$ cat config.mk
export PLATFORM = sky130hd
export DESIGN_NAME = u22_rev
export DESIGN_NICKNAME = d
export VERILOG_FILES = /design/src/rtl/u22_rev.sv
export SDC_FILE = /design/constraint.sdc
export NUM_CORES = 1
export LEC_CHECK = 0
export CAP_MARGIN = 20
export CORE_ASPECT_RATIO = 0.7
export CORE_MARGIN = 10
export CORE_UTILIZATION = 31
export CTS_CLUSTER_DIAMETER = 120
export DETAILED_ROUTE_END_ITERATION = 10
export GPL_TIMING_DRIVEN = 0
export PLACE_DENSITY = 0.62
export RECOVER_POWER = 25
export SLEW_MARGIN = 20
export SYNTH_ARGS = -nofsm -noshare
export SYNTH_HDL_FRONTEND = slang
export SYNTH_SLANG_ARGS = --single-unit
$ cat constraint.sdc
create_clock -name clk -period 5.2 [get_ports clk]
set_clock_uncertainty 0.2 [all_clocks]
set_input_delay 1.04 -clock clk [delete_from_list [all_inputs] [get_ports clk]]
set_output_delay 1.04 -clock clk [all_outputs]
set_load 0.05 [all_outputs]
$ cat src/rtl/u22_rev.sv
// u22_rev: reverse lookup of a u22 wiring word. Walks every (func1, func2) pair
// through an external wiring lookup, one pin per cycle, and reports the lowest match.
module u22_rev #(
   parameter bit STOP_FIRST = 1'b0
) (
   input  logic        clk,
   input  logic        rst_n,
   input  logic        req_valid,
   output logic        req_ready,
   input  logic [17:0] req_wiring,
   output logic [3:0]  tbl_func1,
   output logic [3:0]  tbl_func2,
   output logic [2:0]  tbl_pin,
   input  logic [2:0]  tbl_wiring,
   output logic        rsp_valid,
   input  logic        rsp_ready,
   output logic        rsp_found,
   output logic [3:0]  rsp_func1,
   output logic [3:0]  rsp_func2,
   output logic [8:0]  rsp_count
);

   localparam int unsigned WW    = 18;
   localparam int unsigned FW    = 8;
   localparam int unsigned PW    = 3;
   localparam int unsigned CW    = 9;
   localparam int unsigned CODEW = 3;
   localparam logic [PW-1:0] LAST_PIN  = PW'(5);
   localparam logic [FW-1:0] LAST_FUNC = FW'(255);

   // Encoding chosen so req_ready and rsp_valid are single state flops.
   typedef enum logic [1:0] {
      SCAN = 2'b00,
      IDLE = 2'b01,
      DONE = 2'b10
   } state_t;

   state_t state, state_nxt;

   logic [WW-1:0]    target;
   logic [FW-1:0]    func;
   logic [PW-1:0]    pin;
   logic             acc_found;
   logic [FW-1:0]    acc_func;
   logic [CW-1:0]    acc_count;
   logic             res_found;
   logic [FW-1:0]    res_func;
   logic [CW-1:0]    res_count;

   logic [CODEW-1:0] tgt_code;
   logic             match;
   logic             full_hit;
   logic             last_func;
   logic             accept;
   logic             acc_found_nxt;
   logic [FW-1:0]    acc_func_nxt;
   logic [CW-1:0]    acc_count_nxt;

   // Target code for the pin currently being probed.
   always_comb begin
      tgt_code = '0;
      case (pin)
         3'd0:    tgt_code = target[2:0];
         3'd1:    tgt_code = target[5:3];
         3'd2:    tgt_code = target[8:6];
         3'd3:    tgt_code = target[11:9];
         3'd4:    tgt_code = target[14:12];
         3'd5:    tgt_code = target[17:15];
         default: tgt_code = '0;
      endcase
   end

   assign match     = (tbl_wiring == tgt_code);
   assign full_hit  = (state == SCAN) && match && (pin == LAST_PIN);
   assign last_func = (func == LAST_FUNC);
   assign accept    = (state == IDLE) && req_valid;

   assign acc_found_nxt = acc_found | full_hit;
   assign acc_func_nxt  = (full_hit && !acc_found) ? func : acc_func;
   assign acc_count_nxt = acc_count + CW'(full_hit);

   // State register.
   always_ff @(posedge clk or negedge rst_n) begin
      if (!rst_n) state <= IDLE;
      else        state <= state_nxt;
   end

   // Next-state logic.
   always_comb begin
      state_nxt = state;
      case (state)
         IDLE: if (req_valid) state_nxt = SCAN;
         SCAN: begin
            if (!match) begin
               if (last_func) state_nxt = DONE;
            end else if (pin == LAST_PIN) begin
               if (STOP_FIRST || last_func) state_nxt = DONE;
            end
         end
         DONE: if (rsp_ready) state_nxt = IDLE;
         default: state_nxt = IDLE;
      endcase
   end

   // Handshake outputs decoded straight from the state flops.
   always_comb begin
      req_ready = 1'b0;
      rsp_valid = 1'b0;
      case (state)
         IDLE:    req_ready = 1'b1;
         DONE:    rsp_valid = 1'b1;
         default: ;
      endcase
   end

   // Scan datapath; result registers only move on accept or on entry to DONE.
   always_ff @(posedge clk or negedge rst_n) begin
      if (!rst_n) begin
         target    <= '0;
         func      <= '0;
         pin       <= '0;
         acc_found <= 1'b0;
         acc_func  <= '0;
         acc_count <= '0;
         res_found <= 1'b0;
         res_func  <= '0;
         res_count <= '0;
      end else if (accept) begin
         target    <= req_wiring;
         func      <= '0;
         pin       <= '0;
         acc_found <= 1'b0;
         acc_func  <= '0;
         acc_count <= '0;
         res_found <= 1'b0;
         res_func  <= '0;
         res_count <= '0;
      end else if (state == SCAN) begin
         acc_found <= acc_found_nxt;
         acc_func  <= acc_func_nxt;
         acc_count <= acc_count_nxt;
         if (state_nxt == DONE) begin
            res_found <= acc_found_nxt;
            res_func  <= acc_func_nxt;
            res_count <= acc_count_nxt;
         end else if (match && (pin != LAST_PIN)) begin
            pin <= pin + PW'(1);
         end else begin
            func <= func + FW'(1);
            pin  <= '0;
         end
      end
   end

   assign tbl_func1 = func[7:4];
   assign tbl_func2 = func[3:0];
   assign tbl_pin   = pin;
   assign rsp_found = res_found;
   assign rsp_func1 = res_func[7:4];
   assign rsp_func2 = res_func[3:0];
   assign rsp_count = res_count;

endmodule

Yosys cells after proc, flatten, opt, wreduce, memory -nomap -nowiden
Index checks and enable logic that the tools add are counted.
Word-level totals
  register bits: 67
  bits of input ports: 25
  output and inout port bits: 31
  word-level logic and storage cells: 73
Cells by class
  $add $sub $neg: 3
  equality and inequality tests: 13
  mux-type cells: 33
  bitwise logic cells: 1
  reduce and logical (&&, ||, !) cells: 13
Operators with widths (count)
  8-bit two-way mux: 10
  9-bit two-way mux: 5
  3-bit case mux with 6 select lines: 1
  3-bit two-way mux: 4
  2-bit two-way mux: 5
  9-bit by 1-bit adder with 9-bit output: 1
  8-bit by 1-bit adder with 8-bit output (second input constant): 1
  8-bit == test (second input constant): 1
  1-bit two-way mux: 7
  3-bit by 2-bit == test with 1-bit output (second input constant): 2
  3-bit == test (second input constant): 2
  2-bit case mux with 3 select lines: 1
  1-bit logical AND: 5
  2-bit == test (second input constant): 2
  2-bit != test (second input constant): 2
  2-bit AND reduction: 2
  2-bit nonzero test: 2
  3-bit by 1-bit adder with 3-bit output (second input constant): 1
  3-bit by 1-bit == test with 1-bit output (second input constant): 1
  3-bit == test: 1
  3-bit logical NOT: 1
  3-bit != test (second input constant): 1
  3-bit AND reduction: 1
  2-bit by 1-bit == test with 1-bit output (second input constant): 1
  other kinds (3): 3

Depth between registers and ports, before layout
Gate-level depths: netlist (run 1).
  word-level depth: 10
  gate-level depth with buffers: 15
  mapped depth without buffers: 14

Worst setup path after synthesis (run 1)
Ideal clock, no wire load.
  path kind: register to register
  from: register pin[2] (netlist: tbl_pin[2])
  to: register res_count[8] (netlist: rsp_count[8])
  setup time: 0.078 ns
  arrival time: 3.240 ns
  required time: 4.922 ns
  path slack: 1.682 ns
  stages on the path, launching flop included: 16
  buffers on the path: 1
  period minus slack after synthesis: 3.518 ns
  cells stage by stage: dfrtp_1 -> buf_6 -> inv_1 -> ha_1 -> a32oi_1 -> o221ai_1 -> xor2_1 -> nor3_1 -> and3b_1 -> ha_1 -> ha_1 -> nand3_1 -> nor2_1 -> xor2_1 -> nand3_1 -> a21oi_1
On the way
  cells in the longest elaborated chain, start to end: 9
  elaborated cells on any way between the ends: 20
  those cells by class: 1 x add/sub; 7 x eq/ne; 7 x mux; 5 x reduce/logical
Ends and longest elaborated chain
  start: declaration: line 42  | logic [PW-1:0] pin;
  start signal: assignment: line 147  | pin <= pin + PW'(1);
  3-bit == test (tied with other cells): line 62, 74, 96
  3-bit case mux with 6 select lines: line 62  | case (pin)
  3-bit == test: line 73  | assign match = (tbl_wiring == tgt_code);
  1-bit logical AND (2 in series): line 74  | assign full_hit = (state == SCAN) && match && (pin == LAST_PIN);
  9-bit by 1-bit adder with 9-bit output: line 80  | assign acc_count_nxt = acc_count + CW'(full_hit);
  9-bit two-way mux: line 142  | if (state_nxt == DONE) begin
  9-bit two-way mux: line 138  | end else if (state == SCAN) begin
  9-bit two-way mux: line 128  | end else if (accept) begin
  end signal: assignment: line 145  | res_count <= acc_count_nxt;
  end: declaration: line 48  | logic [CW-1:0] res_count;
Several ways; a longest one is shown, not always the timed one. The select of a mux whose other input is x is not followed.
A chain may end at the register's enable or synchronous reset.

==> run metrics, run 1 <==
ys flop type dfrtp_1; cell area after layout 4340 µm²; hold wc startpoint target[1]; area of the multi-input gates 1510 µm²; Area Overhead vs Synth 30.0%; Distinct cells, synth 48; Setup Buffers After CTS 0; post-synth net total 376; crit-path cells clkbuf_1 > clkbuf_1; Non-Filler Instances 547; Synth Instances 343; final slew viol count 70; drt drc 0; GRT Total Usage 12.0%; hold path cells 2; HPWL after detailed placement 6460 µm; Iter 0 DRT Violations 220; Worst Path Max Fanout 39; H-tree Lvls 3; Num CTS Buffers 9; Critical Path RT 5.02 ns; Ports 56; count leader, synth nand2_1; Post-CTS Resized 0; hold bufs inserted after CTS 0; number of nets in the layout 443; Die X 144 µm; vias in the first global route 2,795; n_diodes 0; Synth Register Bits 67; die outline area 15,400 µm²; final hold violation count 0; setup_tns 0 ns; CTS tree built; fin crit share 74.8%; EDFF count, synth 0; WHS Endpoint target[1]; Clk pin slew, worst setup/hold paths 0.05 ns; Syn Std Cell Area 3340 µm²; initial antenna violation count 0; Initial Utilization 32.0%; Worst Tran Pin Value 2.08 ns; CP max-delay cell clkbuf_1; FF-to-FF Start tbl_pin[0]; Core Rows 31; r2r worst-path depth 14; first-pass GRT wire length 14,600 µm; ys async rst share 100%; R2R Setup Slk 1.47 ns; Area after DPL 4080 µm²; status finished, violations left; f_max 257 MHz; largest net degree at the start of global routing 40; Inst Count DP 531; Synth area leaders dfrtp_1, nand2_1, mux2i_1; Port Buffers 55; core footprint 10,400 µm²; Startpoint Class input pin; Power Total 1.82 mW; Commonest cells post-synth nand2_1, dfrtp_1, a21oi_1, inv_1, mux2i_1; Max Buffers Root-to-Sink 2; Total Wirelength 8720 µm; crit path kind input pin to async pin; global route overflow 0; Vias/cell 4.97; Power Dens Cells 420 nW/µm²; share of layout cells above drive strength 1 7.71%; leading area contributor after synthesis dfrtp_1; Maximum Capacitance Violations 2; Final ANT Viol Nets 0; worst hold path type flop to flop; arrival time worst endpoint 3.71 ns; buffers and inverters on the worst path 2; die height 107 µm; maximum VDD drop 0.190 mV; Avg Synthesized Cell Area 9.74 µm²; post-synthesis sequential area ratio 50.2%; r2r endpoint rsp_count[8]; Slew headroom -38.6%; TritonRoute pass-1 iters 4; Crit path largest cell delay 1.56 ns; total clock sinks 67; DR vias 2,718; RSZ-0062 raised after global routing no; clock root buffer clkbuf_16; Static Leak 1.89 nW; worst skew pair latency 0.34 ns; CP top delay family buffers and inverters; violated checks max-capacitance violations, max-slew violations; fillers 1,044; Routability Congestion 0.760; Worst setup EP type async pin; share of the synthesized area in the top cell type 49.4%; fin crit period 3.89 ns; Final setup viols 0; crit-path most repeated cell clkbuf_1; wire length per cell 15.9 µm; Register Area 1680 µm²; Ys Warns 0
==> metal layers <==
| layer | track usage [%] | wire [µm] |
|---|---|---|
| met5 | 0 | 0 |
| met3 | 4.72 | 504 |
| met4 | 4.22 | 142 |
| met1 | 15.6 | 4200 |
| met2 | 17.5 | 3880 |
==> through the flow <==
stage               utilization (%)  setup slack, ns  hold slack [ns]
global route                   41.6            0.588            0.311
finish                         41.6             1.31            0.279
CTS                            41.8             1.38            0.285
floorplan                         -             1.68            0.245
global placement               38.9            0.637            0.262
detailed placement             39.1             1.07            0.272
==> cells in the final DEF, fill, tap and decap left out, types with 4 or more instances in the layout <==
cell             instances
a211oi_1                 5
a21oi_1                 19
a221oi_2                 8
and3_1                   4
clkbuf_1                20
clkbuf_16                9
clkdlybuf4s50_1         54
dfrtp_1                 66
ha_1                     8
inv_1                   19
mux2i_1                 18
nand2_1                 72
nand3_1                 11
nand4_1                  5
nor2_1                  15
nor3_1                   6
o21ai_0                 12
o31ai_1                  4
xnor2_1                  5
xor2_1                   6
==> area by class of cell <==
class / count / share of cell area [%]
sequential: 67 / 38.6
timing repair buffer: 56 / 12.6
inverter: 19 / 1.64
clock inverter: 2 / 0.230
multi-input combinational: 237 / 34.8
clock buffer: 14 / 6.31
tap: 132 / 3.80
buffer: 20 / 1.96
==> logic make-up (layout without fill, tap and decap cells) <==
| group | count (synthesis) | in the layout | synth area share (%) |
|---|---|---|---|
| adders and majority gates | 8 | 8 | 3.00 |
| buffers and inverters | 39 | 111 | 4.68 |
| AOI/OAI and AO/OA | 69 | 69 | 15.7 |
| and+or+nand+nor | 131 | 131 | 18.2 |
| muxes | 18 | 18 | 5.39 |
| xor gates and xnor gates | 11 | 11 | 2.88 |
| DFF | 67 | 67 | 50.2 |
==> worst max-delay path by stage <==
stage                  start  slack, ns      endpoint  cells past startpoint
5_1_grt                rst_n       0.59       func[7]                      2
3_3_place_gp           rst_n       0.64    target[11]                      1
4_1_cts        tbl_wiring[1]       1.38  rsp_count[8]                     13
3_5_place_dp   tbl_wiring[1]       1.07  rsp_count[8]                     13
6_report               rst_n       1.31  acc_count[2]                      2
2_1_floorplan     tbl_pin[2]       1.68  rsp_count[8]                     15
==> state kept, by name, summed over array words and instances, names as in the netlist <==
register and flops:
state 2, rsp_count 9, target 18, acc_count 9, acc_found 1, res_func 8
acc_func 8, tbl_pin 3, func 8, rsp_found 1
==> power breakdown <==
group | switching (mW) | internal [mW] | total, mW
Sequential | 0.0820 | 0.600 | 0.682
Clock | 0.215 | 0.360 | 0.575
Combinational | 0.361 | 0.206 | 0.567
Note: power is estimated with default switching activity, not from simulation.
==> run 2, diff against run 1 <==
==> constraint.sdc (replaced) <==
create_clock -name clk -period 3.6 [get_ports clk]
set_clock_uncertainty 0.2 [all_clocks]
set_input_delay 0.72 -clock clk [delete_from_list [all_inputs] [get_ports clk]]
set_output_delay 0.72 -clock clk [all_outputs]
set_load 0.05 [all_outputs]
==> run 2 against run 1 <==
The run still ends with max-capacitance violations, max-slew violations left. Sequential share of layout area is 0.60 points lower. Sequential power increased by 45%. Utilization increased by 0.68 points. Die area is the same. Highest routed layer unchanged. Clock-buffer cell count did not move. Design area rose by 1.6%. Global-route usage about the same.
==> run metrics, run 2 (synthesized netlist as in run 1, its figures left out) <==
HPWL after detailed placement 6460 µm; final slew viol count 30; most frequent cells in the layout nand2_1, dfrtp_1, clkdlybuf4s50_1; Worst setup EP type flop; Power Total 2.64 mW; Critical Path RT 3.62 ns; TritonRoute pass-1 iters 4; Inst Count DP 531; Static Leak 1.91 nW; Register Area 1680 µm²; CP top delay family simple AND/OR/NAND/NOR gates; crit-path cells ha_1 > ha_1 > a32oi_2 > o221ai_2 > xor2_1 > nor3_2 > and3b_1 > ha_1 > nand3_2 > nor2_2 > nand4_1 > xor2_2 > nor4_1 > a31o_2; fillers 1,036; Port Buffers 55; worst skew pair latency 0.34 ns; commonest non-fill, non-tap cell in the layout nand2_1; die height 107 µm; Routability Congestion 0.760; Core Rows 31; Clk pin slew, worst setup/hold paths 0.06 ns; Startpoint Class flop; Die X 144 µm; drt drc 0; DR vias 2,750; crit-path most repeated cell ha_1; Worst Path Max Fanout 5; Non-Filler Instances 548; Vias/cell 5.02; Initial Utilization 32.0%; die outline area 15,400 µm²; Area Overhead vs Synth 32.1%; Total Wirelength 8870 µm; total clock sinks 67; H-tree Lvls 3; violated checks max-capacitance violations, max-slew violations; Crit path largest cell delay 0.45 ns; core footprint 10,400 µm²; final hold violation count 0; max reg flops 18; area of the multi-input gates 1570 µm²; GRT Total Usage 12.0%; Num CTS Buffers 9; Final setup viols 0; number of nets in the layout 444; Maximum Capacitance Violations 1; f_max 291 MHz; fin crit share 95.6%; Worst Tran Pin Value 1.53 ns; global route overflow 0; buffers and inverters on the worst path 0; vias in the first global route 2,816; status finished, violations left; worst hold margin 0.279 ns; crit path kind flop to flop; share of layout cells above drive strength 1 11.1%; maximum VDD drop 0.275 mV; first-pass GRT wire length 14,700 µm; largest net degree at the start of global routing 40; Iter 0 DRT Violations 173; Most flops, register target; setup_tns 0 ns; fin crit period 3.44 ns; Power Dens Cells 599 nW/µm²; Slew headroom -2.30%; CTS tree built; Ports 56; wire length per cell 16.2 µm; Final ANT Viol Nets 0; initial antenna violation count 0; n_diodes 0; Max Buffers Root-to-Sink 2; hold bufs inserted after CTS 0; worst hold path type flop to flop; CP max-delay cell dfrtp_2; arrival time worst endpoint 3.46 ns; clock root buffer clkbuf_16
==> run 2: area by class of cell <==
type	count	share of cell area [%]
Timing Repair Buffer	57	12.6
Multi-Input combinational cell	237	35.6
Clock inverter	2	0.227
Tap cell	132	3.74
Buffer	20	1.93
Inverter	19	1.62
Sequential cell	67	38.0
Clock buffer	14	6.21
==> run 2: tightest hold or removal path: stages (launching register included) <==
cell	delay, ns
dfrtp_1	0.34
nand2_1	0.05
nand2_1	0.06
==> run 2: timing repair <==
action,in CTS,in global routing
setup endpoints to repair,4,10
buffers inserted,0,1
resized for setup,1,13
pin swaps,0,2
==> run 2: final timing paths <==
kind | cells after the start | startpoint | to | slack, ns
min in group asynchronous | 1 | rst_n | acc_func[4] | 0.55
min reg2reg | 2 | target[1] | target[1] | 0.28
max reg2reg | 14 | tbl_pin[0] | rsp_count[7] | 0.16
min | 2 | target[1] | target[1] | 0.28
max in group asynchronous | 2 | rst_n | tbl_pin[0] | 0.89
max | 14 | tbl_pin[0] | rsp_count[7] | 0.16
==> run 2: power breakdown <==
group,leakage [nW],internal [mW],total (mW),switching (mW)
clock,0.143,0.520,0.832,0.312
sequential,0.892,0.867,0.986,0.119
combinational,0.872,0.300,0.826,0.526
total,1.91,1.69,2.64,0.957
==> run 2: metrics by stage <==
step	cell area (µm²)	setup slack [ns]	util, %
after floorplan	3340	0.0818	-
after global placement	4060	-0.643	38.9
after detailed placement	4080	-0.208	39.1
after CTS	4360	0.0167	41.8
after global routing	4420	-0.00465	42.3
final	4420	0.160	42.3
==> run 2: per-layer routing <==
metal	GRT usage, %	share of wire (%)	up-vias
li1	-	-	1343
met1	15.6	47	1320
met2	17.4	44	76
met3	4.81	7.2	11
met4	4.51	1.4	0
met5	0	0	-
==> run 3, diff against run 2 <==
==> constraint.sdc (replaced) <==
create_clock -name clk -period 3.4 [get_ports clk]
set_clock_uncertainty 0.2 [all_clocks]
set_input_delay 0.68 -clock clk [delete_from_list [all_inputs] [get_ports clk]]
set_output_delay 0.68 -clock clk [all_outputs]
set_load 0.05 [all_outputs]
==> run 3 against run 2 <==
The flow now finishes without violations. Clock-buffer cell count increased by 1. Sequential power up 5%. Clock power up 8.4%. Critical endpoint is now acc_count[6]. Largest cell class unchanged. Largest power group unchanged. Highest routed layer unchanged.
==> run metrics, run 3 (synthesized netlist as in run 1, its figures left out) <==
fin crit period 3.24 ns; maximum VDD drop 0.284 mV; largest net degree at the start of global routing 41; drt drc 0; Max Buffers Root-to-Sink 2; Core Rows 31; Area Overhead vs Synth 34.6%; Num CTS Buffers 9; Final setup viols 0; Slew headroom 0.970%; buffers and inverters on the worst path 0; worst hold path type flop to flop; share of layout cells above drive strength 1 13.3%; CP top delay family simple AND/OR/NAND/NOR gates; Worst setup EP type flop; status finished, final reports clean; Port Buffers 55; crit-path most repeated cell ha_4; Crit path largest cell delay 0.43 ns; Util after Layout 43.1%; Die X 144 µm; die outline area 15,400 µm²; CTS tree built; core footprint 10,400 µm²; TritonRoute pass-1 iters 4; max reg flops 18; final slew viol count 0; global route overflow 0; Worst Tran Pin Value 1.49 ns; R2R Setup Slk 0.16 ns; Final ANT Viol Nets 0; Setup WS post-layout 0.163 ns; Clk pin slew, worst setup/hold paths 0.06 ns; wire length per cell 16.3 µm; crit path kind flop to flop; DR vias 2,768; hold wc startpoint target[14]; WHS Endpoint target[14]; Power Dens Cells 631 nW/µm²; Iter 0 DRT Violations 195; Startpoint Class flop; commonest non-fill, non-tap cell in the layout nand2_1; hold path cells 2; Critical Path RT 3.40 ns; number of nets in the layout 449; f_max 309 MHz; Most flops, register target; most frequent cells in the layout nand2_1, dfrtp_1, clkdlybuf4s50_1; crit-path cells ha_1 > ha_4 > a32oi_2 > o221ai_2 > xor2_2 > nor3_2 > and3b_2 > ha_4 > ha_2 > nand3_2 > nor2_1 > mux2i_1 > o21ai_0; final hold violation count 0; arrival time worst endpoint 3.23 ns; clock root buffer clkbuf_16; hold bufs inserted after CTS 0; fin crit share 95.2%; first-pass GRT wire length 14,800 µm; Maximum Capacitance Violations 0; Routability Congestion 0.762; Static Leak 1.94 nW; Total Wirelength 9040 µm; HPWL after detailed placement 6570 µm; FF-to-FF Start tbl_pin[0]; die height 107 µm; Worst Path Max Fanout 5; vias in the first global route 2,788; r2r endpoint acc_count[6]; dpl ws -0.383 ns; Vias/cell 5.01; CP max-delay cell dfrtp_2; Ports 56; worst skew pair latency 0.33 ns; initial antenna violation count 0; GRT Total Usage 12.1%; n_diodes 0; H-tree Lvls 3; Initial Utilization 32.0%; r2r worst-path depth 13; total clock sinks 67
==> run 3: cell types whose count changed in the layout (fill, tap and decap cells not counted), moves of 2 or more <==
cell,delta
dfrtp_1,-2
ha_4,+2
ha_1,-2
buf_4,+5
dfrtp_2,+2
==> run 3: per-layer routing <==
metal / wire (µm) / global-route usage [%] / part of all wire (%) / vias up
met4: 97 / 4.51 / 1.1 / 0
met3: 570 / 4.28 / 6.3 / 7
met2: 4050 / 17.6 / 45 / 71
li1: - / - / - / 1342
met1: 4320 / 16.2 / 48 / 1348
met5: 0 / 0 / 0 / -
==> run 3: worst max-delay path by stage <==
stage                             start           end  slack, ns  cells past startpoint
after floorplan              tbl_pin[2]  rsp_count[8]       0.04                     15
after global placement            rst_n    tbl_pin[0]      -1.13                      1
after detailed placement  tbl_wiring[1]  rsp_count[8]      -0.38                     13
after CTS                    tbl_pin[0]  rsp_count[7]     -0.009                     14
after global routing         tbl_pin[0]  rsp_count[8]     -0.002                     14
final                        tbl_pin[0]  acc_count[6]       0.16                     13
==> run 3: final cells by class <==
cell class / count / area [µm²]
clock inverter: 1 / 5.00
clock buffer: 15 / 288
tap: 132 / 165
buffer: 20 / 88.8
multi-input combinational: 237 / 1600
fill: 973 / 5940
inverter: 19 / 71.3
sequential: 67 / 1680
timing repair buffer: 62 / 594
==> run 3: where the power goes <==
| group | total (mW) | internal [mW] | switching (mW) |
|---|---|---|---|
| clock network | 0.902 | 0.572 | 0.330 |
| logic | 0.892 | 0.329 | 0.563 |
| registers | 1.04 | 0.918 | 0.125 |
| total | 2.84 | 1.82 | 1.02 |
==> run 3: timing repair <==
item / in CTS / in global routing
buffers inserted: 1 / 5
resized for setup: 6 / 13
setup endpoints to repair: 10 / 10
pin swaps: 1 / 6
==> run 3: tightest hold or removal path, cell delays in order (launching register included) <==
cell and delay (ns):
dfrtp_1 0.34, nand2_1 0.05, nand2_1 0.06
==> run 3: through the flow <==
step	cells	hold WS [ns]	TNS [ns]	cell area [µm²]	power, mW
global placement	530	0.262	-60.34	4060	1.91
finish	553	0.278	0	4500	2.84
global route	553	0.310	-0.00224	4500	2.97
detailed placement	531	0.270	-2.48	4080	1.93
CTS	548	0.0713	-0.0174	4400	2.85
floorplan	343	0.184	0	3350	1.60
